===== src/rtl/rx.sv =====
// Framed serial receiver: 2-flop synchronized input, start/data/stop sampling at bit centre.
// Optional RX_MAJORITY_VOTE_EN: each sample is the 2-of-3 vote of the last three synchronized values.
module rx #(
   parameter int DIVISOR    = 6771,
   parameter int DATA_LNGTH = 162
) (
   input  logic                  clk_in,
   input  logic                  rst_in,
   input  logic                  data_in,
   output logic [DATA_LNGTH-1:0] val_out,
   output logic                  valid_out,
   output logic                  frame_err_out,
   output logic                  busy_out
);

   localparam int CW = $clog2(DIVISOR);
   localparam int IW = $clog2(DATA_LNGTH + 1);
   localparam logic [CW-1:0] CNT_HALF = CW'(DIVISOR / 2 - 1);
   localparam logic [CW-1:0] CNT_FULL = CW'(DIVISOR - 1);
   localparam logic [CW-1:0] CNT_ZERO = {CW{1'b0}};
   localparam logic [CW-1:0] CNT_ONE  = CW'(1);
   localparam logic [IW-1:0] IDX_LAST = IW'(DATA_LNGTH - 1);
   localparam logic [IW-1:0] IDX_ONE  = IW'(1);

   typedef enum logic [1:0] {
      IDLE  = 2'd0,
      START = 2'd1,
      DATA  = 2'd2,
      STOP  = 2'd3
   } state_t;

   logic                  s1_r, s2_r, s3_r;
   logic                  sample_s;
   state_t                state_r, state_s;
   logic [CW-1:0]         cnt_r, cnt_s;
   logic [IW-1:0]         idx_r, idx_s;
   logic [DATA_LNGTH-1:0] shift_r, shift_s;
   logic [DATA_LNGTH-1:0] val_s;
   logic                  valid_s, err_s;

   // input synchronizer plus previous-sample flop for edge detection
   always_ff @(posedge clk_in or posedge rst_in) begin
      if (rst_in) begin
         s1_r <= 1'b1;
         s2_r <= 1'b1;
         s3_r <= 1'b1;
      end else begin
         s1_r <= data_in;
         s2_r <= s1_r;
         s3_r <= s2_r;
      end
   end

`ifdef RX_MAJORITY_VOTE_EN
   logic s4_r;

   function automatic logic maj3(input logic a, input logic b, input logic c);
      return (a & b) | (a & c) | (b & c);
   endfunction

   // s2, s3, s4 hold the synchronized line at counter values 0, 1 and 2
   always_ff @(posedge clk_in or posedge rst_in) begin
      if (rst_in) begin
         s4_r <= 1'b1;
      end else begin
         s4_r <= s3_r;
      end
   end

   assign sample_s = maj3(s2_r, s3_r, s4_r);
`else
   assign sample_s = s2_r;
`endif

   // next-state, counter, shift register and strobe decode
   always_comb begin
      state_s = state_r;
      cnt_s   = cnt_r;
      idx_s   = idx_r;
      shift_s = shift_r;
      val_s   = val_out;
      valid_s = 1'b0;
      err_s   = 1'b0;
      case (state_r)
         IDLE: begin
            if (s3_r && !s2_r) begin
               state_s = START;
               cnt_s   = CNT_HALF;
            end else begin
               state_s = IDLE;
            end
         end
         START: begin
            if (cnt_r != CNT_ZERO) begin
               cnt_s = cnt_r - CNT_ONE;
            end else if (!sample_s) begin
               state_s = DATA;
               cnt_s   = CNT_FULL;
               idx_s   = {IW{1'b0}};
            end else begin
               state_s = IDLE;
            end
         end
         DATA: begin
            if (cnt_r != CNT_ZERO) begin
               cnt_s = cnt_r - CNT_ONE;
            end else begin
               shift_s = {sample_s, shift_r[DATA_LNGTH-1:1]};
               idx_s   = idx_r + IDX_ONE;
               cnt_s   = CNT_FULL;
               state_s = (idx_r == IDX_LAST) ? STOP : DATA;
            end
         end
         STOP: begin
            if (cnt_r != CNT_ZERO) begin
               cnt_s = cnt_r - CNT_ONE;
            end else begin
               // leave at mid-stop-bit so a back-to-back start edge is not missed
               state_s = IDLE;
               if (sample_s) begin
                  val_s   = shift_r;
                  valid_s = 1'b1;
               end else begin
                  err_s = 1'b1;
               end
            end
         end
         default: begin
            state_s = IDLE;
         end
      endcase
   end

   // state, datapath and registered outputs
   always_ff @(posedge clk_in or posedge rst_in) begin
      if (rst_in) begin
         state_r       <= IDLE;
         cnt_r         <= CNT_ZERO;
         idx_r         <= {IW{1'b0}};
         shift_r       <= {DATA_LNGTH{1'b0}};
         val_out       <= {DATA_LNGTH{1'b0}};
         valid_out     <= 1'b0;
         frame_err_out <= 1'b0;
         busy_out      <= 1'b0;
      end else begin
         state_r       <= state_s;
         cnt_r         <= cnt_s;
         idx_r         <= idx_s;
         shift_r       <= shift_s;
         val_out       <= val_s;
         valid_out     <= valid_s;
         frame_err_out <= err_s;
         busy_out      <= (state_s != IDLE);
      end
   end

endmodule


===== config.mk =====
export PLATFORM = sky130hd
export DESIGN_NAME = rx
export DESIGN_NICKNAME = d
export VERILOG_FILES = /design/src/rtl/rx.sv
export SDC_FILE = /design/constraint.sdc
export NUM_CORES = 1
export LEC_CHECK = 0
export ABC_CLOCK_PERIOD_IN_PS = 14100
export BUFFER_PORTS_ARGS = -buffer_cell sky130_fd_sc_hd__buf_4
export CORE_MARGIN = 5
export CORE_UTILIZATION = 58
export CTS_CLUSTER_SIZE = 16
export DETAILED_ROUTE_END_ITERATION = 8
export PLACE_DENSITY_LB_ADDON = 0.25
export SYNTH_ARGS = -nofsm -noshare
export SYNTH_HDL_FRONTEND = slang
export SYNTH_SLANG_ARGS = --single-unit
export TNS_END_PERCENT = 1

===== constraint.sdc =====
create_clock -name clk_in -period 14.1 [get_ports clk_in]
set_input_delay 1.41 -clock clk_in [delete_from_list [all_inputs] [get_ports clk_in]]
set_output_delay 1.41 -clock clk_in [all_outputs]
set_load 0.02 [all_outputs]

==> out/metrics.cfg, run 1 <==
[run_status]
outcome=finished, final reports clean

[synth]
syn-cell-area_um2=13600
synthArstFlopShare=1.00
ys_ff_latch=353
synth_cells=857
synth_cell_types=46
synth_fa_ha_area_frac=0.00734
synth_ff_type=dfrtp_1
synthSimpleGateAreaFrac=0.0263
yosys_warnings=0
synth_mux_area_frac=0.269
synthXorXnorAreaFrac=0.00385
synth_edf_count=0
synth_top_family_by_area=multiplexers
ys_seq_area_frac=0.648
synth-compound-area-share=0.0251
syn_avg_cell_area_um2=15.9
syn_nets=868

[cts]
clk_latency_ps=510
cts.path.max_buffers=3
clkSinkCount=353
cts_hold_buf=0
post-cts-setup-buffers=0
h-tree-depth=2
cts_resized=0
cts_tree=built
path_clk_slew_ps=60
cts-root-buf=clkbuf_16
cts_buffers=37

[floorplanning]
coreArea_um2=23300
dieArea_um2=26700
fp.dieW_um=163
die_y_um=163
rows=56
start_util=0.585
pin_count=168

[timing]
rsz0062_at_grt=false
fin_crit_ps=4510
final_max_slew_viol_count=0
fin_ws_ps=9590
relSlewSlack=0.348
worst_slew_pin_slew_ps=979
clock.fmax_mhz=222
tns_ps=0
post-route-period-util=0.320
finalSetupViolations=0
hold_viol_final=0
skew_ps=16.7

[min_path]
hold_path.class=reg -> reg
hold_path_depth=0
min_from=s1_r
hold_path_end=s2_r

[finish]
drive_gt1_frac=0.441
seqCellArea_um2=8840
area_growth_pct=20.1
nFillCells=1636
antenna_cells=0
nets=1041
multi_input_area_um2=4540
fin_area_um2=16400

[placement]
dp_hpwl_um=15100
gp_congestion=0.816
port_buffers=167
dp_slack_ps=8980
placed_area_um2=15100

[routing]
dr_total_vias=7390
vias_per_cell=5.37
drcViolationCount=0
wl_per_cell_um=17.4
first_pass_iters=4
dr.first_iter.drc_count=396
antenna_left=0
wl_um=24000

[global_route]
grt_max_degree=123
first_global_vias=7866
grt_pass1_wl_um=41000
grt_overflow=0
grt_use_total=0.186
antenna_found_initial=0

[critical_path]
r2r_end=val_out[64]
critPathCaptureType=flop
critPathKind=reg -> reg
worst-endpoint-arrival_ps=4900
path_max_fanout=68
worstPathRequired_ps=14490
r2r_start=cnt_r[0]
worst_r2r_path_depth=8
ff2ff_setup_slack_ps=9590
startpoint_type=flop

[pwr]
p_leak_nw=8.75
ir_drop_mv=0.0814
finalPower_w=0.00205
cellPowerDensity_nw_per_um2=125

[run]
cap_violations=0

-- per-stage QoR --
| step | hold slack [ps] | std cells | util |
|---|---|---|---|
| 6_report | 356 | 1377 | 0.702 |
| 5_1_grt | 363 | 1377 | 0.702 |
| 4_1_cts | 355 | 1377 | 0.702 |
| 3_5_place_dp | 347 | 1310 | 0.648 |
| 3_3_place_gp | 347 | 1310 | 0.648 |
| 2_1_floorplan | 345 | 857 | - |
-- cells in the final DEF (no fill, tap or decap), types with 6 or more instances in the layout --
master       n
o21a_1       6
mux2_1     100
nor2_1      15
nand2_1     12
buf_4      173
clkbuf_8     6
mux2_2     224
a21oi_1     11
ha_1         8
dfrtp_1    350
clkbuf_16   37
o21ai_0      9
clkbuf_1    11
inv_1       11
-- worst max path at each step --
stage | cells past startpoint | from | slack [ps] | endpoint
after global routing | 5 | rst_in | 9030 | shift_r[118]
after global placement | 5 | rst_in | 9000 | val_out[107]
final | 8 | cnt_r[0] | 9590 | val_out[64]
after CTS | 5 | rst_in | 9540 | shift_r[156]
after floorplan | 1 | rst_in | 2900 | busy_out
after detailed placement | 5 | rst_in | 8980 | shift_r[117]
-- power breakdown --
| part | total, W | switching (W) | internal (W) |
|---|---|---|---|
| clock | 0.000984 | 0.000374 | 0.000610 |
| combinational | 0.0000473 | 0.0000348 | 0.0000125 |
| sequential | 0.00102 | 0.00000472 | 0.00102 |
-- registers in the layout, indices dropped and copies added (netlist names) --
name	count
shift_r	162
val_out	162
cnt_r	13
idx_r	8
state_r	2
busy_out	1
frame_err_out	1
s1_r	1
s2_r	1
s3_r	1
valid_out	1
-- layer usage --
metal | global-route usage | wire [µm] | vias up | part of all wire
met1 | 0.263 | 10700 | 3800 | 0.45
li1 | - | - | 3407 | -
met3 | 0.0590 | 1660 | 28 | 0.069
met4 | 0.0442 | 320 | 0 | 0.013
met5 | 0 | 0 | - | 0
met2 | 0.287 | 11200 | 155 | 0.47
-- critical path, cell delays in order, from the launching register on --
cell	delay, ps
dfrtp_1	400
inv_1	90
ha_1	150
or4b_4	510
nor3_4	520
and3_4	680
buf_4	670
buf_4	820
mux2_2	420
-- final cells by class --
type,count,share of cell area
flip-flops and latches,353,0.539
multi-input cells,453,0.277
repair buffers,173,0.0793
clock buffers,54,0.0641
well taps,319,0.0244
clock inverters,13,0.0124
inverters,12,0.00321
-- kinds of logic after synthesis --
family	after synthesis
buf+inv	51
xor+xnor	6
compound gates	48
mux	326
simple gates	65
flops	353
fa+ha+maj	8
-- Yosys cell counts (2+ instances only) --
cell type | instances | area (µm²)
or4_1 | 4 | 30.0
xnor2_1 | 3 | 26.3
o21a_1 | 6 | 45.0
or3_1 | 3 | 18.8
o2bb2ai_1 | 2 | 17.5
mux2i_1 | 2 | 20.0
mux2_1 | 100 | 1130
nand4_1 | 2 | 12.5
xor2_1 | 3 | 26.3
and3_1 | 2 | 12.5
nor3b_1 | 2 | 15.0
a21o_1 | 3 | 22.5
buf_1 | 8 | 30.0
nand3_1 | 3 | 15.0
inv_1 | 12 | 45.0
dfstp_2 | 3 | 78.8
ha_1 | 8 | 100
nor4_1 | 4 | 25.0
nor3_1 | 4 | 20.0
nor2_1 | 15 | 56.3
buf_6 | 8 | 90.1
buf_2 | 21 | 105
mux2_2 | 224 | 2520
a22o_1 | 2 | 17.5
o22a_1 | 4 | 35.0
a21oi_1 | 11 | 55.1
dfrtp_1 | 350 | 8760
or2_2 | 5 | 31.3
nand2_1 | 12 | 45.0
o31ai_1 | 3 | 22.5
o21ai_1 | 2 | 10.0
nand2b_1 | 4 | 25.0
o21ai_0 | 9 | 45.0
Note: power is estimated with default switching activity, not from simulation.
==> run 2, diff against run 1 <==
--- a/config.mk
+++ b/config.mk
@@ -5,7 +5,7 @@
 export SDC_FILE = /design/constraint.sdc
 export NUM_CORES = 1
 export LEC_CHECK = 0
-export ABC_CLOCK_PERIOD_IN_PS = 14100
+export ABC_CLOCK_PERIOD_IN_PS = 4410
 export BUFFER_PORTS_ARGS = -buffer_cell sky130_fd_sc_hd__buf_4
 export CORE_MARGIN = 5
 export CORE_UTILIZATION = 58
==> constraint.sdc (replaced) <==
create_clock -name clk_in -period 4.41 [get_ports clk_in]
set_input_delay 0.441 -clock clk_in [delete_from_list [all_inputs] [get_ports clk_in]]
set_output_delay 0.441 -clock clk_in [all_outputs]
set_load 0.02 [all_outputs]
==> run 2 against run 1 <==
Non-clock buffer count grew 1. Cell area grew 0.55%. Utilization grew 0.39 points. Hold slack lost 310 ps.
==> out/metrics.cfg, run 2 (same netlist as run 1, synthesis figures left out) <==
[finish]
antenna_cells=0
final_common_cell=dfrtp_1
final_cell_mix=dfrtp_1 (350), mux2_2 (224), buf_4 (168)
drive_gt1_frac=0.444
top_regs=shift_r: 162 flops, val_out: 162 flops, cnt_r: 13 flops
nets=1042
nFillCells=1591
area_growth_pct=20.7

[routing]
wl_per_cell_um=17.2
drcViolationCount=0
first_pass_iters=4
wl_um=23800
antenna_left=0
dr_total_vias=7387
vias_per_cell=5.36
dr.first_iter.drc_count=323

[critical_path]
worstPathRequired_ps=4800
path_max_fanout=73
worst-endpoint-arrival_ps=3710
startpoint_type=flop
critPathKind=reg -> reg
crit_chain=inv_1 > ha_1 > or4b_4 > nor3_4 > and3_4 > buf_12 > mux2_2
crit_path_top_delay_cell=and3_4
slowest_delay_ps=670
critPathCaptureType=flop

[floorplanning]
coreArea_um2=23300
rows=56
fp.dieW_um=163
start_util=0.585
die_y_um=163
dieArea_um2=26700
pin_count=168

[cts]
cts.path.max_buffers=3
cts_buffers=37
cts_resized=0
clkSinkCount=353
post-cts-setup-buffers=0
h-tree-depth=2
cts-root-buf=clkbuf_16
path_clk_slew_ps=60
cts_hold_buf=0
cts_tree=built
clk_latency_ps=510

[pwr]
ir_drop_mv=0.398
p_leak_nw=8.79
cellPowerDensity_nw_per_um2=400

[timing]
clock.fmax_mhz=302
hold_viol_final=0
tns_ps=0
worst_slew_pin_slew_ps=834
fin_crit_ps=3310
relSlewSlack=0.443
skew_ps=11.9
hold_slack_ps=42.2
rsz0062_at_grt=false
final_max_slew_viol_count=0
finalSetupViolations=0
post-route-period-util=0.751

[run]
cap_violations=0

[global_route]
first_global_vias=7798
grt_use_total=0.185
grt_overflow=0
grt_pass1_wl_um=40600
antenna_found_initial=0
grt_max_degree=102

[placement]
dp_hpwl_um=15000
port_buffers=167
gp_congestion=0.818

[run_status]
outcome=finished, final reports clean

[min_path]
hold_path.class=in -> reg

-- run 2: cell count changes in the layout (fill, tap and decap cells not counted), sizes merged --
cell    before  now
bufinv       5    4
inv         14   12
clkinv       4    7
buf        173  174
-- run 2: worst paths after layout --
kind                           from           to  slack (ps)  cells past startpoint
max in group asynchronous    rst_in         s2_r        3280                      3
setup / recovery           cnt_r[0]  val_out[66]        1100                      7
hold / removal              data_in         s1_r          40                      1
hold reg to reg                s1_r         s2_r         360                      0
min in group asynchronous    rst_in  val_out[88]         100                      2
setup reg to reg           cnt_r[0]  val_out[66]        1100                      7
-- run 2: area by class of cell --
| cell class | count | area (µm²) | share of cell area |
|---|---|---|---|
| Timing Repair Buffer | 174 | 1380 | 0.0839 |
| Sequential cell | 353 | 8840 | 0.537 |
| Clock buffer | 54 | 1090 | 0.0663 |
| Multi-Input combinational cell | 453 | 4540 | 0.276 |
| Clock inverter | 13 | 171 | 0.0104 |
| Tap cell | 319 | 399 | 0.0242 |
| Inverter | 12 | 48.8 | 0.00296 |
-- run 2: metal layers --
layer	wire length, µm	global-route usage	share of wire
met1	10400	0.257	0.44
met2	11200	0.286	0.47
met3	1760	0.0596	0.074
met4	343	0.0465	0.014
met5	0	0	0
-- run 2: stage by stage --
| stage | util | worst slack [ps] | total power [W] | instances | area [µm²] |
|---|---|---|---|---|---|
| 4_1_cts | 0.706 | 1090 | 0.00668 | 1378 | 16500 |
| 3_3_place_gp | 0.652 | 1130 | 0.00349 | 1311 | 15200 |
| 2_1_floorplan | - | -757 | 0.00345 | 857 | 13600 |
| 3_5_place_dp | 0.652 | 1090 | 0.00349 | 1311 | 15200 |
| 5_1_grt | 0.706 | 908 | 0.00685 | 1378 | 16500 |
| 6_report | 0.706 | 1100 | 0.00659 | 1378 | 16500 |
-- run 2: critical path, delay by kind of cell (launching register included) --
family        cells  cell delay (ps)
simple gates      3             1680
buf+inv           2              500
flops             1              400
mux               1              390
fa+ha+maj         1              140
-- run 2: report_power, final --
group	total (W)	internal, W	switching [W]
Sequential	0.00327	0.00326	0.0000163
Clock	0.00316	0.00196	0.00120
Combinational	0.000154	0.0000437	0.000110
Total	0.00658	0.00526	0.00133
==> run 3, diff against run 2 <==
--- a/config.mk
+++ b/config.mk
@@ -5,10 +5,10 @@
 export SDC_FILE = /design/constraint.sdc
 export NUM_CORES = 1
 export LEC_CHECK = 0
-export ABC_CLOCK_PERIOD_IN_PS = 4410
+export ABC_CLOCK_PERIOD_IN_PS = 2800
 export BUFFER_PORTS_ARGS = -buffer_cell sky130_fd_sc_hd__buf_4
 export CORE_MARGIN = 5
-export CORE_UTILIZATION = 58
+export CORE_UTILIZATION = 52
 export CTS_CLUSTER_SIZE = 16
 export DETAILED_ROUTE_END_ITERATION = 8
 export PLACE_DENSITY_LB_ADDON = 0.25
==> constraint.sdc (replaced) <==
create_clock -name clk_in -period 2.8 [get_ports clk_in]
set_input_delay 0.28 -clock clk_in [delete_from_list [all_inputs] [get_ports clk_in]]
set_output_delay 0.28 -clock clk_in [all_outputs]
set_load 0.02 [all_outputs]
==> run 3 against run 2 <==
Register-to-register slack worse by 900 ps. Routed wire length is 2.3% higher. Cell count increased by 1.7%. Hold slack gained 310 ps. Die area rose by 11%. Setup slack got worse by 900 ps. Via count rose by 1.2%. Non-clock buffer count grew 13. Largest cell class unchanged. Largest power group unchanged. Highest routed layer unchanged.
==> out/metrics.cfg, run 3 (same netlist as run 1, synthesis figures left out) <==
[critical_path]
startpoint=cnt_r[0]
r2r_start=cnt_r[0]
worst_r2r_path_depth=7
ff2ff_setup_slack_ps=200
critPathCaptureType=flop
worst-endpoint-arrival_ps=3000
cp-endpoint=cnt_r[0]
startpoint_type=flop
path_max_fanout=10
worstPathRequired_ps=3190
r2r_end=cnt_r[0]
critPathKind=reg -> reg

[pwr]
p_int_w=0.00833
ir_drop_mv=0.404
clockPowerShare=0.481
p_sw_frac=0.201
pwr-share-comb=0.025
cellPowerDensity_nw_per_um2=626
p_sw_w=0.00210
p_leak_nw=8.87
finalPower_w=0.0104
pwr-share-seq=0.494

[finish]
antenna_cells=0
multi_input_area_um2=4540
nets=1055
area_growth_pct=22.0
drive_gt1_frac=0.449
stdcell_count=1402
fin_area_um2=16600
top_regs=shift_r: 162 flops, val_out: 162 flops, cnt_r: 13 flops
final_cell_mix=dfrtp_1 (350), mux2_2 (224), buf_4 (174)
seqCellArea_um2=8840
final_common_cell=dfrtp_1
nFillCells=1860

[timing]
finalSetupViolations=0
final_max_slew_viol_count=0
post-route-period-util=0.930
hold_viol_final=0
rsz0062_at_grt=false
fin_crit_ps=2600
tns_ps=0
skew_ps=16.9
worst_slew_pin_slew_ps=595
relSlewSlack=0.602
clock.fmax_mhz=384

[floorplanning]
coreArea_um2=25900
rows=59
die_y_um=172
fp.dieW_um=172
dieArea_um2=29600
pin_count=168
start_util=0.526

[placement]
dp_hpwl_um=15700
placed_cells=1338
port_buffers=167
gp_congestion=0.824
placed_area_um2=15400

[global_route]
grt_max_degree=105
grt_pass1_wl_um=40800
grt_overflow=0
first_global_vias=7770
grt_use_total=0.168
antenna_found_initial=0

[cts]
clk_latency_ps=520
cts_tree=built
cts.path.max_buffers=3
h-tree-depth=2
cts-root-buf=clkbuf_16
clkSinkCount=353
path_clk_slew_ps=70
cts_buffers=37
cts_resized=0

[routing]
wl_per_cell_um=17.3
dr_total_vias=7472
wl_um=24300
antenna_left=0
dr.first_iter.drc_count=372
vias_per_cell=5.33
first_pass_iters=4
drcViolationCount=0

[min_path]
min_from=s1_r
hold_path.class=reg -> reg

[run]
cap_violations=0

[run_status]
outcome=finished, final reports clean

-- run 3: cell types whose count changed in the layout (fill, tap and decap cells not counted), sizes merged --
cell / previous run / this run
clkinv: 7 / 6
buf: 174 / 185
bufinv: 4 / 5
dlygate4sd3: 0 / 2
clkbuf: 54 / 50
clkinvlp: 2 / 1
-- run 3: per-stage QoR --
| stage | setup slack, ps | hold slack, ps | util |
|---|---|---|---|
| 2_1_floorplan | -2210 | 284 | - |
| 3_3_place_gp | 296 | 347 | 0.593 |
| 3_5_place_dp | 230 | 347 | 0.593 |
| 4_1_cts | 213 | 355 | 0.643 |
| 5_1_grt | 67.1 | 364 | 0.643 |
| 6_report | 197 | 354 | 0.643 |
-- run 3: layout make-up --
cell class	instances	share of cell area
Tap cell	335	0.0252
Sequential cell	353	0.531
Timing Repair Buffer	187	0.0929
Clock buffer	50	0.0641
Multi-Input combinational cell	453	0.273
Clock inverter	12	0.0113
Inverter	12	0.00293
-- run 3: how the worst min path moves through the flow --
stage,to,slack [ps],cells after the start
2_1_floorplan,s1_r,280,0
4_1_cts,s2_r,360,0
3_3_place_gp,s2_r,350,0
5_1_grt,s2_r,360,0
3_5_place_dp,s2_r,350,0
6_report,s2_r,350,0
-- run 3: timing repair --
| item | 4_1_cts | 5_1_grt |
|---|---|---|
| setup buffers | 0 | 0 |
| hold buffers | 2 | 0 |
| setup endpoints to repair | 0 | 0 |
| hold endpoints to repair | 19 | 0 |
-- run 3: critical path, cell delays in order, from the launching register on --
cell	delay, ps
dfrtp_1	410
inv_1	90
ha_1	130
or4b_4	500
or3_1	570
a21oi_1	460
or2_2	220
o21ai_0	90
-- run 3: power by group through the flow --
stage	registers [W]	logic, W	clock network [W]
after global placement	0.00524	0.000258	0
after CTS	0.00515	0.000265	0.00516
after detailed placement	0.00525	0.000261	0
final	0.00515	0.000257	0.00502
after floorplan	0.00524	0.000186	0
after global routing	0.00515	0.000295	0.00538
-- run 3: routing by layer --
metal,vias up,wire (µm),part of all wire,GRT usage
met5,-,0,0,0
li1,3431,-,-,-
met1,3842,11000,0.45,0.242
met4,0,371,0.015,0.0513
met3,38,1730,0.071,0.0453
met2,161,11200,0.46,0.254
